## src/rtl/npu_acc_pkg.sv

```systemverilog
// ---------------------------------------------------------------------------
// npu_acc_pkg
// Shared definitions for the compressor-row accumulator:
//   - default widths for the row vectors, accumulator and beat counter
//   - accumulator FSM state encoding
// ---------------------------------------------------------------------------
package npu_acc_pkg;

    localparam int IN_W_DEF  = 8;   // width of each compressor output row
    localparam int ACC_W_DEF = 20;  // accumulator / result width
    localparam int CNT_W_DEF = 8;   // beat counter width

    // IDLE: no group open, ACC: group open, HOLD: result presented
    typedef enum logic [1:0] {
        ST_IDLE = 2'd0,
        ST_ACC  = 2'd1,
        ST_HOLD = 2'd2
    } acc_state_e;

endpackage

```

## src/rtl/adder_tree_acc_if.sv

```systemverilog
// ---------------------------------------------------------------------------
// adder_tree_acc_if
// Beat input channel and group result channel of adder_tree_acc.
//   master : beat producer / result consumer (drives in_*, out_ready)
//   slave  : the accumulator (drives in_ready, out_*)
// Signals:
//   in_valid/in_ready          beat handshake
//   in_sum/in_carry/in_cout    compressor rows, weights 1/2/4
//   in_last                    final beat of a group
//   out_valid/out_ready        result handshake
//   out_data/out_cnt/out_ovf   group sum, beat count, overflow flag
// ---------------------------------------------------------------------------
interface adder_tree_acc_if
    import npu_acc_pkg::*;
#(
    parameter int IN_W  = IN_W_DEF,
    parameter int ACC_W = ACC_W_DEF,
    parameter int CNT_W = CNT_W_DEF
) ();

    logic             in_valid;
    logic             in_ready;
    logic [IN_W-1:0]  in_sum;
    logic [IN_W-1:0]  in_carry;
    logic [IN_W-1:0]  in_cout;
    logic             in_last;
    logic             out_valid;
    logic             out_ready;
    logic [ACC_W-1:0] out_data;
    logic [CNT_W-1:0] out_cnt;
    logic             out_ovf;

    modport master (
        output in_valid, in_sum, in_carry, in_cout, in_last, out_ready,
        input  in_ready, out_valid, out_data, out_cnt, out_ovf
    );

    modport slave (
        input  in_valid, in_sum, in_carry, in_cout, in_last, out_ready,
        output in_ready, out_valid, out_data, out_cnt, out_ovf
    );

endinterface

```

## src/rtl/adder_tree_acc_row_cpa.sv

```systemverilog
// ---------------------------------------------------------------------------
// row_cpa
// Combinational carry-propagate adder that collapses the three compressor
// rows into one beat value: sum_row + 2*carry_row + 4*cout_row.
// The result is IN_W+3 bits wide, so it can never truncate.
// Ports:
//   sum_row, carry_row, cout_row  IN_W-bit rows (weights 1, 2, 4)
//   value                         IN_W+3-bit unsigned beat value
// ---------------------------------------------------------------------------
module row_cpa
    import npu_acc_pkg::*;
#(
    parameter int IN_W = IN_W_DEF
) (
    input  logic [IN_W-1:0] sum_row,
    input  logic [IN_W-1:0] carry_row,
    input  logic [IN_W-1:0] cout_row,
    output logic [IN_W+2:0] value
);

    always_comb begin
        value = {3'b000, sum_row} + {2'b00, carry_row, 1'b0} + {1'b0, cout_row, 2'b00};
    end

endmodule

```

## src/rtl/adder_tree_acc.sv

```systemverilog
// ---------------------------------------------------------------------------
// adder_tree_acc
// Two-stage accumulator for compressor-tree output rows. Stage 1 registers
// the weighted beat value of every accepted beat; stage 2 adds it into the
// group accumulator. A beat flagged last closes the group and the result is
// held on the out_* channel until consumed.
// Ports:
//   clk    rising-edge clock
//   reset  asynchronous active-high reset
//   bus    adder_tree_acc_if.slave (beat input + result output)
// Build option:
//   ADDER_TREE_ACC_SAT_EN  defined: accumulator clamps to all-ones on
//                          overflow and stays there for the rest of the
//                          group; undefined: accumulator wraps.
//                          out_ovf behaves the same either way.
// ---------------------------------------------------------------------------
module adder_tree_acc
    import npu_acc_pkg::*;
#(
    parameter int IN_W  = IN_W_DEF,
    parameter int ACC_W = ACC_W_DEF,
    parameter int CNT_W = CNT_W_DEF
) (
    input  logic              clk,
    input  logic              reset,
    adder_tree_acc_if.slave   bus
);

    localparam int VW = IN_W + 3;   // beat value width

    logic [VW-1:0]    beat_value;
    logic             in_ready;
    logic             accept;

    acc_state_e       state_q,   state_d;
    logic             s1_v_q,    s1_v_d;
    logic             s1_last_q, s1_last_d;
    logic [VW-1:0]    s1_val_q,  s1_val_d;
    logic [ACC_W-1:0] acc_q,     acc_d;
    logic [CNT_W-1:0] cnt_q,     cnt_d;
    logic             ovf_q,     ovf_d;

    logic [ACC_W-1:0] acc_base;
    logic [CNT_W-1:0] cnt_base;
    logic             ovf_base;
    logic [ACC_W:0]   step_sum;   // one extra bit catches the carry-out

    row_cpa #(.IN_W(IN_W)) u_row_cpa (
        .sum_row   (bus.in_sum),
        .carry_row (bus.in_carry),
        .cout_row  (bus.in_cout),
        .value     (beat_value)
    );

    // Stop accepting once a last beat is in flight, so the closing beat is
    // never followed by a beat that would land in the held result.
    assign in_ready      = (state_q != ST_HOLD) && !(s1_v_q && s1_last_q);
    assign accept        = bus.in_valid && in_ready;

    assign bus.in_ready  = in_ready;
    assign bus.out_valid = (state_q == ST_HOLD);
    assign bus.out_data  = acc_q;
    assign bus.out_cnt   = cnt_q;
    assign bus.out_ovf   = ovf_q;

    always_comb begin
        // NOTE: every signal assigned here gets a default first, so no path
        // leaves a value unassigned and no latch is inferred.
        s1_v_d    = accept;
        s1_last_d = s1_last_q;
        s1_val_d  = s1_val_q;
        state_d   = state_q;
        acc_d     = acc_q;
        cnt_d     = cnt_q;
        ovf_d     = ovf_q;

        // Stage-1 payload only moves on an accepted beat; idle input data is
        // don't-care and never reaches the accumulator.
        if (accept) begin
            s1_last_d = bus.in_last;
            s1_val_d  = beat_value;
        end

        // In IDLE the incoming beat opens a new group: start from zero.
        acc_base = (state_q == ST_IDLE) ? '0   : acc_q;
        cnt_base = (state_q == ST_IDLE) ? '0   : cnt_q;
        ovf_base = (state_q == ST_IDLE) ? 1'b0 : ovf_q;
        step_sum = {1'b0, acc_base} + {{(ACC_W + 1 - VW){1'b0}}, s1_val_q};

        case (state_q)
            ST_IDLE, ST_ACC: begin
                if (s1_v_q) begin
                    ovf_d = ovf_base | step_sum[ACC_W];
`ifdef ADDER_TREE_ACC_SAT_EN
                    acc_d = (ovf_base || step_sum[ACC_W]) ? '1 : step_sum[ACC_W-1:0];
`else
                    acc_d = step_sum[ACC_W-1:0];
`endif
                    cnt_d   = (cnt_base == '1) ? cnt_base : cnt_base + CNT_W'(1);
                    state_d = s1_last_q ? ST_HOLD : ST_ACC;
                end
            end
            ST_HOLD: begin
                if (bus.out_ready) begin
                    state_d = ST_IDLE;
                end
            end
            default: state_d = ST_IDLE;
        endcase
    end

    // NOTE: state is updated with non-blocking assignments so every flop
    // samples the pre-edge values regardless of statement order.
    always_ff @(posedge clk or posedge reset) begin
        if (reset) begin
            state_q   <= ST_IDLE;
            s1_v_q    <= 1'b0;
            s1_last_q <= 1'b0;
            s1_val_q  <= '0;
            acc_q     <= '0;
            cnt_q     <= '0;
            ovf_q     <= 1'b0;
        end else begin
            state_q   <= state_d;
            s1_v_q    <= s1_v_d;
            s1_last_q <= s1_last_d;
            s1_val_q  <= s1_val_d;
            acc_q     <= acc_d;
            cnt_q     <= cnt_d;
            ovf_q     <= ovf_d;
        end
    end

endmodule

```

## src/flat_wrapper.sv

```systemverilog
// flat-port wrapper written by rule: the top's interface ports become plain ports
module adder_tree_acc_flat import npu_acc_pkg::*;
#(
    parameter int IN_W  = IN_W_DEF,
    parameter int ACC_W = ACC_W_DEF,
    parameter int CNT_W = CNT_W_DEF
)
  (clk, reset, bus_in_valid, bus_in_sum, bus_in_carry, bus_in_cout, bus_in_last, bus_out_ready, bus_in_ready, bus_out_valid, bus_out_data, bus_out_cnt, bus_out_ovf);
  adder_tree_acc_if #(.IN_W(IN_W), .ACC_W(ACC_W), .CNT_W(CNT_W)) bus_i ();
  input  logic clk;
  input  logic reset;
  input wire logic [$bits(bus_i.in_valid)-1:0] bus_in_valid;
  input wire logic [$bits(bus_i.in_sum)-1:0] bus_in_sum;
  input wire logic [$bits(bus_i.in_carry)-1:0] bus_in_carry;
  input wire logic [$bits(bus_i.in_cout)-1:0] bus_in_cout;
  input wire logic [$bits(bus_i.in_last)-1:0] bus_in_last;
  input wire logic [$bits(bus_i.out_ready)-1:0] bus_out_ready;
  output wire logic [$bits(bus_i.in_ready)-1:0] bus_in_ready;
  output wire logic [$bits(bus_i.out_valid)-1:0] bus_out_valid;
  output wire logic [$bits(bus_i.out_data)-1:0] bus_out_data;
  output wire logic [$bits(bus_i.out_cnt)-1:0] bus_out_cnt;
  output wire logic [$bits(bus_i.out_ovf)-1:0] bus_out_ovf;
  assign bus_i.in_valid = bus_in_valid;
  assign bus_i.in_sum = bus_in_sum;
  assign bus_i.in_carry = bus_in_carry;
  assign bus_i.in_cout = bus_in_cout;
  assign bus_i.in_last = bus_in_last;
  assign bus_i.out_ready = bus_out_ready;
  assign bus_in_ready = bus_i.in_ready;
  assign bus_out_valid = bus_i.out_valid;
  assign bus_out_data = bus_i.out_data;
  assign bus_out_cnt = bus_i.out_cnt;
  assign bus_out_ovf = bus_i.out_ovf;
  adder_tree_acc #(.IN_W(IN_W), .ACC_W(ACC_W), .CNT_W(CNT_W)) u_core (.clk(clk), .reset(reset), .bus(bus_i));
endmodule
```

## config.mk

```make
export PLATFORM = sky130hd
export DESIGN_NAME = adder_tree_acc_flat
export DESIGN_NICKNAME = d
export VERILOG_FILES = /design/src/rtl/npu_acc_pkg.sv /design/src/rtl/adder_tree_acc_if.sv /design/src/rtl/adder_tree_acc_row_cpa.sv /design/src/rtl/adder_tree_acc.sv /design/src/flat_wrapper.sv
export SDC_FILE = /design/constraint.sdc
export NUM_CORES = 1
export LEC_CHECK = 0
export BUFFER_PORTS_ARGS = -buffer_cell sky130_fd_sc_hd__buf_2
export CAP_MARGIN = 20
export CORE_MARGIN = 2
export CORE_UTILIZATION = 45
export CTS_BUF_LIST = sky130_fd_sc_hd__clkbuf_16
export DETAILED_ROUTE_END_ITERATION = 10
export PLACE_DENSITY = 0.7
export SLEW_MARGIN = 25
export SYNTH_ARGS = -nofsm -noshare
export SYNTH_HDL_FRONTEND = slang
export SYNTH_SLANG_ARGS = --single-unit
```

## constraint.sdc

```tcl
create_clock -name clk -period 2.7 [get_ports clk]
set_clock_uncertainty 0.15 [all_clocks]
set_input_delay 0.405 -clock clk [delete_from_list [all_inputs] [get_ports clk]]
set_output_delay 0.405 -clock clk [all_outputs]
set_load 0.1 [all_outputs]
```

Yosys cells after proc, flatten, opt, wreduce, memory -nomap -nowiden
Cells that the tools add are included.
{"block": "word_totals", "in_bits": 29, "ff_bits": 44}
{"block": "classes", "bitwise_logic": 1, "n_mux": 8, "reduce_logical": 8, "add_sub_neg": 4, "eq_ne": 6}
{"operator": "20-bit by 11-bit adder with 21-bit output", "count": 1}
{"operator": "20-bit two-way mux", "count": 1}
{"operator": "8-bit two-way mux", "count": 2}
{"operator": "11-bit by 10-bit adder with 11-bit output", "count": 1}
{"operator": "8-bit by 9-bit adder with 10-bit output", "count": 1}
{"operator": "8-bit by 1-bit adder with 8-bit output, second input constant", "count": 1}
{"operator": "8-bit equality test, second input constant", "count": 1}
{"operator": "2-bit two-way mux", "count": 3}
{"operator": "2-bit != test, second input constant", "count": 2}
{"operator": "2-bit one-hot mux with 2 select lines", "count": 1}
{"operator": "2-bit AND reduction", "count": 2}
{"operator": "1-bit logical AND", "count": 3}
{"operator": "2-bit by 1-bit equality test with 1-bit output, second input constant", "count": 1}
{"operator": "2-bit equality test, second input constant", "count": 1}
{"operator": "2-bit logical NOT", "count": 1}
{"operator": "2-bit by 1-bit != test with 1-bit output, second input constant", "count": 1}
{"operator": "2-bit OR reduction", "count": 1}
{"operator": "1-bit logical NOT", "count": 1}
{"operator": "1-bit two-way mux", "count": 1}
{"operator": "1-bit OR", "count": 1}

Logic depth before layout (Yosys ltp)
Gate-level depths: netlist (run 1).
{"block": "logic_depth", "depth_word": 4, "ltp_mapped": 15, "mapped_depth_nobuf": 15}

Hierarchy
Synthesis (run 1) repeated with hierarchy kept, for this count alone.
{"block": "unflattened", "hier_cells": 313, "hier_area_um2": 3022.9}
{"module": "adder_tree_acc", "instances": 1, "area_per_inst_um2": 2546.2, "cells_per_inst": 261}
{"module": "row_cpa", "instances": 1, "area_per_inst_um2": 476.7, "cells_per_inst": 52}

Least setup slack after synthesis (run 1)
Ideal clock, no wire load.
{"block": "synth_timing", "path_kind": "register -> register", "startpoint": "reg u_core.state_q[0]", "endpoint": "reg u_core.s1_val_q[4]", "path_buffers": 1, "path_slack_ps": -1366, "arrival_ps": 3780, "setup_time_ps": 136, "path_stages_with_launch": 6, "path_cell_list": "dfrtp_1 > nor2b_1 > a21oi_1 > nand2_1 > clkbuf_1 > o21ai_0"}
{"block": "synth_between", "elab_chain_len": 3}
{"element": "start: declaration", "line_no": "adder_tree_acc.sv:35", "rtl": "acc_state_e state_q, state_d;"}
{"element": "start signal: assignment", "line_no": "adder_tree_acc.sv:124", "rtl": "state_q <= state_d;"}
{"element": "2-bit != test", "line_no": "adder_tree_acc.sv:57", "rtl": "assign in_ready = (state_q != ST_HOLD) && !(s1_v_q && s1_last_q);"}
{"element": "1-bit logical AND", "line_no": "adder_tree_acc.sv:57"}
{"element": "net bus_in_ready", "line_no": "flat_wrapper.sv:18", "rtl": "output wire logic [$bits(bus_i.in_ready)-1:0] bus_in_ready;"}
{"element": "1-bit logical AND", "line_no": "adder_tree_acc.sv:58", "rtl": "assign accept = bus.in_valid && in_ready;"}
{"element": "end signal: assignment", "line_no": "adder_tree_acc.sv:127", "rtl": "s1_val_q <= s1_val_d;"}
{"element": "end: declaration", "line_no": "adder_tree_acc.sv:38", "rtl": "logic [VW-1:0] s1_val_q, s1_val_d;"}
The timed path passes the listed nets, and every way through them passes these cells.
A chain may end at the register's enable or synchronous reset.

Worst setup path in the final report (run 1)
{"block": "layout_timing", "startpoint": "in bus_in_carry[0]", "endpoint": "reg u_core.s1_val_q[8]"}
{"block": "layout_between", "elab_chain_len": 2}
{"element": "start: declaration", "line_no": "flat_wrapper.sv:14", "rtl": "input wire logic [$bits(bus_i.in_carry)-1:0] bus_in_carry;"}
{"element": "8-bit by 9-bit adder with 10-bit output", "line_no": "adder_tree_acc_row_cpa.sv:22", "rtl": "value = {3'b000, sum_row} + {2'b00, carry_row, 1'b0} + {1'b0, cout_row, 2'b00};"}
{"element": "11-bit by 10-bit adder with 11-bit output", "line_no": "adder_tree_acc_row_cpa.sv:22"}
No other way between the ends.

==> impl_metrics.ini, run 1 <==
[yosys]
yosys-top-cells-count = nand2_1, dfrtp_1, o21ai_0
yosys-top-cells-area = dfrtp_1, ha_1, nand2_1
synth_compound_area_share_pct = 17.5
syn-cell-area_sq_mm = 0.00300
yosys-mux-area-fraction_pct = 2.50
yosys_warnings = 0
synth_top_area_cell = dfrtp_1
synthArstFlopShare_pct = 100
synth.most_common_cell = nand2_1
yosysTopAreaCellShare_pct = 36.7
synth_top_family_by_area = simple AND/OR/NAND/NOR gates
synth_edf_count = 0
synth_fp_nets = 388
synthXorXnorAreaFrac_pct = 8.75
synthSimpleGateAreaFrac_pct = 18.7
netlist_instances = 329
yosysUniqueCellTypes = 45
ys_seq_elements = 44
synth_ff_type = dfrtp_1
synth_seq_area_share_pct = 36.7
syn_avg_cell_area_sq_um = 9.13
synth_fa_ha_area_share_pct = 13.3

[placed_design]
dpl-instance-area_sq_mm = 0.00353
post-place-ws_ps = -296
placed_cells = 476
hpwl_microns = 4860
io_buffer_count = 59
place_congestion = 0.893

[finish]
drive_gt1_share_pct = 29.9
antenna_cells = 0
nets = 469
fin_cells = 488
area_growth_pct = 26.0
final_area_sq_mm = 0.00378

[critical_path]
end_kind = flip-flop
crit_slowest_cell = fa_2
cpPeakStageDelay_ps = 360
cp_data_arrival_time_ps = 2580
cp_data_required_time_ps = 2690
critical_path_class = input port to flip-flop
critPathLaunchType = input port
crit_top_cell = buf_4
path_cells = buf_2, ha_4, inv_2, fa_2, nor2b_1, o21ai_0, nand2b_1, a21o_1, a21oi_2, xnor2_1, ha_2, buf_4, buf_4, a211oi_1, o31ai_1
path_max_fanout = 3

[clock_tree]
root_buffer = clkbuf_16
tritoncts = done
numCtsBuffers = 5
clkTransAtPathRegs_ps = 60
clk_latency_ps = 280
h-tree-depth = 2
clk_path_buf_depth = 2
clock-sinks = 44

[floorplanning]
die_y_microns = 85.7
die_width_microns = 85.7
num_rows = 29
ios = 60
dieArea_sq_mm = 0.00734
start_util_pct = 47.0
core_sq_mm = 0.00639

[route]
wl_microns = 6340
first_iter_violations = 99
dr_total_vias = 2566
wl_per_cell_microns = 13.0
drt-vias-per-instance = 5.26
dr.pass1.iters = 4
drcViolationCount = 0
antenna_left = 0

[timing]
clock.fmax_mhz = 386
finalSetupViolCount = 0
worstMarginPinSlew_ps = 608
setup_ws_ps = 110
post-route-min-period_ps = 2590
period_share_pct = 95.9
relSlewSlack_pct = 59.4
hold_violations = 0
rsz0062_at_grt = true
fin_setup_tns_ps = 0
maxSlewViolCount = 0

[power]
power_density_mw_per_mm2 = 1220
max-vdd-ir-drop_mv = 0.956
p_leak_uw = 0.00181

[global_route]
grt_usage_pct = 18.1
antenna_found_initial = 0
grt_max_degree = 45
grt_pass1_vias = 2488
grt_overflow = 0
grt_pass1_wl_microns = 10800

[job]
cap_violations = 0

[min_path]
holdCritPathClass = input port to async pin

[status]
status = finished, final reports clean
==> area by class of cell <==
cell class	instances	area, sq um
timing repair buffer	79	445
tap	77	96.3
multi-input combinational	264	1910
inverter	16	60.1
clock inverter	3	38.8
sequential	44	1110
clock buffer	5	125
fill	572	2600
==> logic make-up (layout without fill, tap and decap cells) <==
| kind of cell | Yosys count | after routing |
|---|---|---|
| simple gates | 117 | 117 |
| compound gates | 80 | 80 |
| flops | 44 | 44 |
| fa+ha+maj | 30 | 30 |
| xor+xnor | 30 | 30 |
| buf+inv | 21 | 103 |
| mux | 7 | 7 |
==> flip-flops by register name, indices dropped and copies added (netlist names) <==
signal / flops
u_core.bus.out_cnt: 8
u_core.s1_v_q: 1
u_core.state_q: 2
u_core.bus.out_data: 20
u_core.s1_val_q: 11
u_core.s1_last_q: 1
u_core.bus.out_ovf: 1
==> cell usage in the layout, fill, tap and decap left out, drive strengths merged, types with 9 or more instances in the layout <==
master / n
o21ai: 33
inv: 16
nor3: 9
nor2: 18
xnor2: 17
dfrtp: 44
a21oi: 10
xor2: 13
buf: 79
nor2b: 16
nand2: 52
ha: 27
==> per-layer routing <==
layer  GRT usage, %  part of all wire (%)  up-vias
li1               -                     -     1308
met1           22.4                    45     1186
met2           31.7                    48       66
met3           3.37                   5.0        6
met4           5.63                   1.5        0
met5              0                     0        -
==> worst max-delay path: cells and delay by family <==
family | cells | cell delay [ps]
adder cells (fa/ha/maj) | 3 | 800
AO/OA/AOI/OAI | 5 | 560
buffers and inverters | 4 | 400
AND/OR/NAND/NOR | 2 | 220
XOR/XNOR | 1 | 180
==> what timing repair did <==
action                     in CTS  in global routing
resized for setup               0                 17
setup buffers                   0                  4
hold buffers                    0                  0
setup endpoints to repair       0                 12
==> path summary, 6_finish.rpt <==
path / endpoint / slack, ps / cells past startpoint / from
max reg2reg: u_core.bus.out_data[18] / 130 / 9 / u_core.state_q[0]
max in group asynchronous: u_core.bus.out_data[5] / 1910 / 3 / reset
max: u_core.s1_val_q[8] / 110 / 15 / bus_in_carry[0]
min in group clk: u_core.s1_last_q / 170 / 3 / bus_in_last
min: u_core.bus.out_cnt[5] / 90 / 3 / reset
min reg2reg: u_core.s1_val_q[4] / 340 / 2 / u_core.s1_val_q[4]
==> power by group <==
part	internal (uW)	leakage, uW	total [uW]	switching (uW)
Combinational	909	0.00117	2880	1970
Sequential	892	0.000559	1070	182
Clock	431	0.0000850	669	238
Total	2230	0.00181	4620	2390
==> per-stage QoR <==
stage               hold slack, ps  power, uW  utilization (%)
floorplan                      305       3310                -
global placement               324       3840             55.2
detailed placement             330       3890             55.2
CTS                            126       4570             57.8
global route                   162       4950             59.3
finish                        91.8       4620             59.3
(Power assumes the default switching activity.)
==> run 2, diff against run 1 <==
--- a/config.mk
+++ b/config.mk
@@ -5,13 +5,14 @@
 export SDC_FILE = /design/constraint.sdc
 export NUM_CORES = 1
 export LEC_CHECK = 0
+export ABC_AREA = 1
 export BUFFER_PORTS_ARGS = -buffer_cell sky130_fd_sc_hd__buf_2
 export CAP_MARGIN = 20
 export CORE_MARGIN = 2
 export CORE_UTILIZATION = 45
 export CTS_BUF_LIST = sky130_fd_sc_hd__clkbuf_16
 export DETAILED_ROUTE_END_ITERATION = 10
-export PLACE_DENSITY = 0.7
+export PLACE_DENSITY = 0.66
 export SLEW_MARGIN = 25
 export SYNTH_ARGS = -nofsm -noshare
 export SYNTH_HDL_FRONTEND = slang
==> constraint.sdc (replaced) <==
create_clock -name clk -period 3 [get_ports clk]
set_clock_uncertainty 0.15 [all_clocks]
set_input_delay 0.45 -clock clk [delete_from_list [all_inputs] [get_ports clk]]
set_output_delay 0.45 -clock clk [all_outputs]
set_load 0.1 [all_outputs]
==> run 2 against run 1 <==
  * Combinational power down 10%
  * Setup slack better by 200 ps
  * Core utilization down 4.6 points
  * Final area up 6.5%
  * Critical path depth up 6
  * Wire length up 18%
  * Synthesized cell count up 55%
  * Non-clock buffer count down 15
  * Global-route usage up 0.96 points
  * Critical endpoint is now u_core.s1_val_q[9]
  * Largest cell class unchanged
  * Largest power group unchanged
==> impl_metrics.ini, run 2 <==
[status]
status = finished, final reports clean

[clock_tree]
clock-sinks = 44
root_buffer = clkbuf_16
clk_latency_ps = 290
clkTransAtPathRegs_ps = 60
tritoncts = done
clk_path_buf_depth = 2
hold_buffers = 0
numCtsBuffers = 5
h-tree-depth = 2

[critical_path]
cp_data_required_time_ps = 3040
path_max_fanout = 4
cpPeakStageDelay_ps = 390
critPathLaunchType = input port
crit_slowest_cell = fa_1
crit_top_cell = nand2_1
end_kind = flip-flop
path_cells = buf_2, ha_1, inv_1, fa_1, o21ai_1, buf_4, nand2_1, nand2_1, nand2_1, nand2_1, nand2_1, nand2_1, inv_1, ha_1, nand2_1, inv_1, a21boi_0, nand2_1, xor2_1, nand2_1, nand2_1
critical_path_class = input port to flip-flop
cp_data_arrival_time_ps = 2720

[yosys]
synth_edf_count = 0
synth_ff_type = dfrtp_1
ys_seq_elements = 44
synth_top_area_cell = dfrtp_1
synthArstFlopShare_pct = 100
netlist_instances = 509
yosys-top-cells-count = nand2_1, inv_1, dfrtp_1
yosysTopAreaCellShare_pct = 31.8
yosysUniqueCellTypes = 32
syn_avg_cell_area_sq_um = 6.80
yosys-top-cells-area = dfrtp_1, nand2_1, inv_1
synth_seq_area_share_pct = 31.8
synth_fp_nets = 568
synth.most_common_cell = nand2_1
syn-cell-area_sq_mm = 0.00346
yosys_warnings = 0

[global_route]
grt_pass1_vias = 2968
antenna_found_initial = 0
grt_pass1_wl_microns = 13200
grt_usage_pct = 19.0
grt_max_degree = 45
grt_overflow = 0

[finish]
fillers = 750
fin_cells = 673
drive_gt1_share_pct = 14.8
nets = 632
final_common_cell = nand2_1
final_cell_mix = nand2_1, inv_1, buf_2
area_growth_pct = 16.4
final_util_pct = 54.7
largest_reg_flops = 20
antenna_cells = 0
final_area_sq_mm = 0.00403

[timing]
hold_violations = 0
finalSetupViolCount = 0
maxSlewViolCount = 0
post-route-min-period_ps = 2690
relSlewSlack_pct = 63.2
worstMarginPinSlew_ps = 552
clock.fmax_mhz = 372
period_share_pct = 89.6
rsz0062_at_grt = false

[route]
first_iter_violations = 163
dr_total_vias = 3187
antenna_left = 0
wl_microns = 7470
wl_per_cell_microns = 11.1
dr.pass1.iters = 4
drt-vias-per-instance = 4.74
drcViolationCount = 0

[floorplanning]
num_rows = 31
die_y_microns = 91.7
core_sq_mm = 0.00737
dieArea_sq_mm = 0.00841
die_width_microns = 91.7
start_util_pct = 47.0
ios = 60

[placed_design]
io_buffer_count = 59
place_congestion = 0.863
dpl-instance-area_sq_mm = 0.00389
placed_cells = 665
hpwl_microns = 5850

[min_path]
holdCritPathClass = input port to async pin

[job]
cap_violations = 0

[power]
max-vdd-ir-drop_mv = 0.536
power_density_mw_per_mm2 = 1010
p_leak_uw = 0.00233
run 2: repair_timing:
item                                    4_1_cts  5_1_grt
gates resized for setup                       0        1
setup buffers                                 0        0
endpoints found under the setup margin        0        1
run 2: final cells by class:
| cell class | count | area [sq um] | share of cell area, % |
|---|---|---|---|
| clock buffer | 5 | 125 | 3.10 |
| clock inverter | 3 | 15.0 | 0.373 |
| inverter | 94 | 353 | 8.76 |
| multi-input combinational | 364 | 1980 | 49.1 |
| sequential | 44 | 1100 | 27.3 |
| tap | 99 | 124 | 3.07 |
| timing repair buffer | 64 | 333 | 8.26 |
run 2: critical path: cells and delay by family:
kind | cells | cell delay, ps
XOR/XNOR | 1 | 140
adder cells (fa/ha/maj) | 3 | 860
AO/OA/AOI/OAI | 2 | 310
AND/OR/NAND/NOR | 10 | 600
buffers and inverters | 5 | 360
run 2: report_power, final:
| part | total, uW | internal, uW | switching (uW) |
|---|---|---|---|
| combinational | 2580 | 671 | 1910 |
| clock | 531 | 303 | 228 |
| sequential | 969 | 796 | 173 |
| total | 4080 | 1770 | 2310 |
run 2: final timing paths:
check	cells past startpoint	startpoint	to	slack, ps
setup / recovery	21	bus_in_carry[0]	u_core.s1_val_q[9]	310
hold / removal	3	reset	u_core.bus.out_cnt[7]	140
hold reg to reg	2	u_core.s1_last_q	u_core.s1_last_q	340
setup reg to reg	14	u_core.state_q[1]	u_core.bus.out_data[14]	540
max in group asynchronous	3	reset	u_core.bus.out_data[8]	2190
min in group clk	2	bus_out_ready	u_core.state_q[1]	180
run 2: cells by family after synthesis:
kind of cell	Yosys count	synth area share (%)
xor+xnor	22	5.57
flops	44	31.8
buf+inv	101	11.2
simple gates	262	32.2
compound gates	50	7.81
fa+ha+maj	30	11.5
run 2: metrics by stage:
step | hold slack, ps | worst slack, ps | total power (uW) | TNS [ps]
2_1_floorplan | 299 | 189 | 3070 | 0
3_3_place_gp | 319 | 38.6 | 3510 | 0
3_5_place_dp | 322 | -28.4 | 3550 | -28.4
4_1_cts | 168 | 264 | 4090 | 0
5_1_grt | 186 | 34.7 | 4420 | 0
6_report | 143 | 311 | 4080 | 0
run 2: metal layers:
metal	routed length [microns]	vias to the layer above	GRT usage, %	part of all wire, %
met5	0	-	0	0
met4	95	0	5.22	1.3
li1	-	1718	-	-
met1	3640	1407	25.5	49
met3	282	7	3.20	3.8
met2	3450	55	31.7	46
==> run 3, diff against run 2 <==
--- a/config.mk
+++ b/config.mk
@@ -12,7 +12,7 @@
 export CORE_UTILIZATION = 45
 export CTS_BUF_LIST = sky130_fd_sc_hd__clkbuf_16
 export DETAILED_ROUTE_END_ITERATION = 10
-export PLACE_DENSITY = 0.66
+export PLACE_DENSITY = 0.65
 export SLEW_MARGIN = 25
 export SYNTH_ARGS = -nofsm -noshare
 export SYNTH_HDL_FRONTEND = slang
==> run 3 against run 2 <==
  * Sequential power is 0.5% lower
  * Total power is 2.3% higher
  * Critical endpoint unchanged
  * Critical path type unchanged
  * First-iteration DRC count is 28% higher
  * Register-to-register slack worse by 20 ps
  * Sequential share of layout area is 0.19 points lower
==> impl_metrics.ini, run 3 (same netlist as run 2, synthesis figures left out) <==
[global_route]
grt_overflow = 0
grt_usage_pct = 19.4
antenna_found_initial = 0
grt_pass1_wl_microns = 13300
grt_pass1_vias = 3037
grt_max_degree = 45

[clock_tree]
clk_path_buf_depth = 2
clock-sinks = 44
tritoncts = done
hold_buffers = 0
root_buffer = clkbuf_16
numCtsBuffers = 5
h-tree-depth = 2
clkTransAtPathRegs_ps = 70
clk_latency_ps = 290

[route]
dr.pass1.iters = 4
highest_layer = met4
antenna_left = 0
drcViolationCount = 0
wl_met3_microns = 381
wl_met2_microns = 3450
wl_microns = 7640
wl_per_cell_microns = 11.4
drt-vias-per-instance = 4.80
wl_met1_microns = 3660
first_iter_violations = 209
dr_total_vias = 3230

[power]
p_leak_uw = 0.00234
power_density_mw_per_mm2 = 1030
max-vdd-ir-drop_mv = 0.464

[finish]
fillers = 772
final_common_cell = nand2_1
multi_input_area_sq_mm = 0.00198
nets = 632
seqCellArea_sq_mm = 0.00110
antenna_cells = 0
drive_gt1_share_pct = 15.2
area_growth_pct = 17.2
final_cell_mix = nand2_1, inv_1, buf_2
largest_reg_flops = 20
final_area_sq_mm = 0.00406

[timing]
clock.fmax_mhz = 370
finalSetupViolCount = 0
worstMarginPinSlew_ps = 566
relSlewSlack_pct = 62.3
period_share_pct = 90.1
hold_slack_ps = 147
maxSlewViolCount = 0
post-route-min-period_ps = 2700
hold_violations = 0
rsz0062_at_grt = false

[floorplanning]
ios = 60
start_util_pct = 47.0
dieArea_sq_mm = 0.00841
die_y_microns = 91.7
core_sq_mm = 0.00737
die_width_microns = 91.7
num_rows = 31

[placed_design]
hpwl_microns = 5990
dpl-instance-area_sq_mm = 0.00389
place_congestion = 0.852
io_buffer_count = 59

[critical_path]
cp_data_required_time_ps = 3040
path_max_fanout = 4
end_kind = flip-flop
critPathLaunchType = input port
critical_path_class = input port to flip-flop
cp_data_arrival_time_ps = 2740

[min_path]
holdCritPathClass = input port to async pin

[status]
status = finished, final reports clean

[job]
cap_violations = 0
## run 3: cell types whose count changed in the layout (fill, tap and decap cells not counted)
cell / change
a21boi_0: -1
bufinv_16: +1
clkinv_1: -1
a21boi_1: +1
inv_1: -1
clkinv_2: +1
## run 3: layout make-up
cell class / count / area share (%)
clock buffers: 5 / 3.08
clock inverters: 3 / 1.05
inverters: 94 / 8.70
multi-input cells: 364 / 48.8
flip-flops and latches: 44 / 27.1
well taps: 99 / 3.05
repair buffers: 64 / 8.20
## run 3: repair_timing
action / 4_1_cts / 5_1_grt
setup buffers: 0 / 0
setup endpoints to repair: 0 / 2
resized for setup: 0 / 2
endpoints found under the hold margin: 0 / 0
## run 3: worst max-delay path, cell delays in order
cell and delay [ps]:
buf_2 80, ha_1 170, inv_1 60, fa_1 390
o21ai_1 140, buf_4 130, nand2_1 50, nand2_1 60
nand2_1 60, nand2_1 70, nand2_1 40, nand2_1 50
inv_1 40, ha_1 320, nand2_1 80, inv_1 50
a21boi_1 150, nand2_1 90, xor2_1 150, nand2_1 60
nand2_1 50
## run 3: metal layers
layer | track usage (%) | vias up
met4 | 6.84 | 0
met3 | 3.04 | 11
met5 | 0 | -
met1 | 25.3 | 1405
met2 | 32.7 | 86
li1 | - | 1728
## run 3: final timing paths
path	start	to	slack (ps)	depth (start not counted)
worst max-delay path	bus_in_carry[0]	u_core.s1_val_q[9]	300	21
worst min-delay path	reset	u_core.bus.out_data[10]	150	3
worst max register to register	u_core.state_q[1]	u_core.bus.out_data[14]	520	14
worst min register to register	u_core.s1_val_q[0]	u_core.s1_val_q[0]	340	2
max in group asynchronous	reset	u_core.bus.out_ovf	2170	3
min in group clk	bus_out_ready	u_core.state_q[1]	180	2
## run 3: stage by stage
step / util, % / setup TNS (ps) / cells / setup slack [ps] / total power [uW]
4_1_cts: 55.1 / 0 / 673 / 233 / 4200
2_1_floorplan: - / 0 / 509 / 189 / 3070
3_3_place_gp: 52.8 / 0 / 665 / 41.7 / 3510
3_5_place_dp: 52.8 / -53.9 / 665 / -53.9 / 3560
6_report: 55.1 / 0 / 673 / 296 / 4180
5_1_grt: 55.1 / 0 / 673 / 38.0 / 4510
## run 3: where the power goes
| part | internal [uW] | total, uW | switching (uW) |
|---|---|---|---|
| sequential | 796 | 964 | 167 |
| clock | 391 | 624 | 233 |
| combinational | 671 | 2590 | 1920 |
| total | 1860 | 4180 | 2320 |
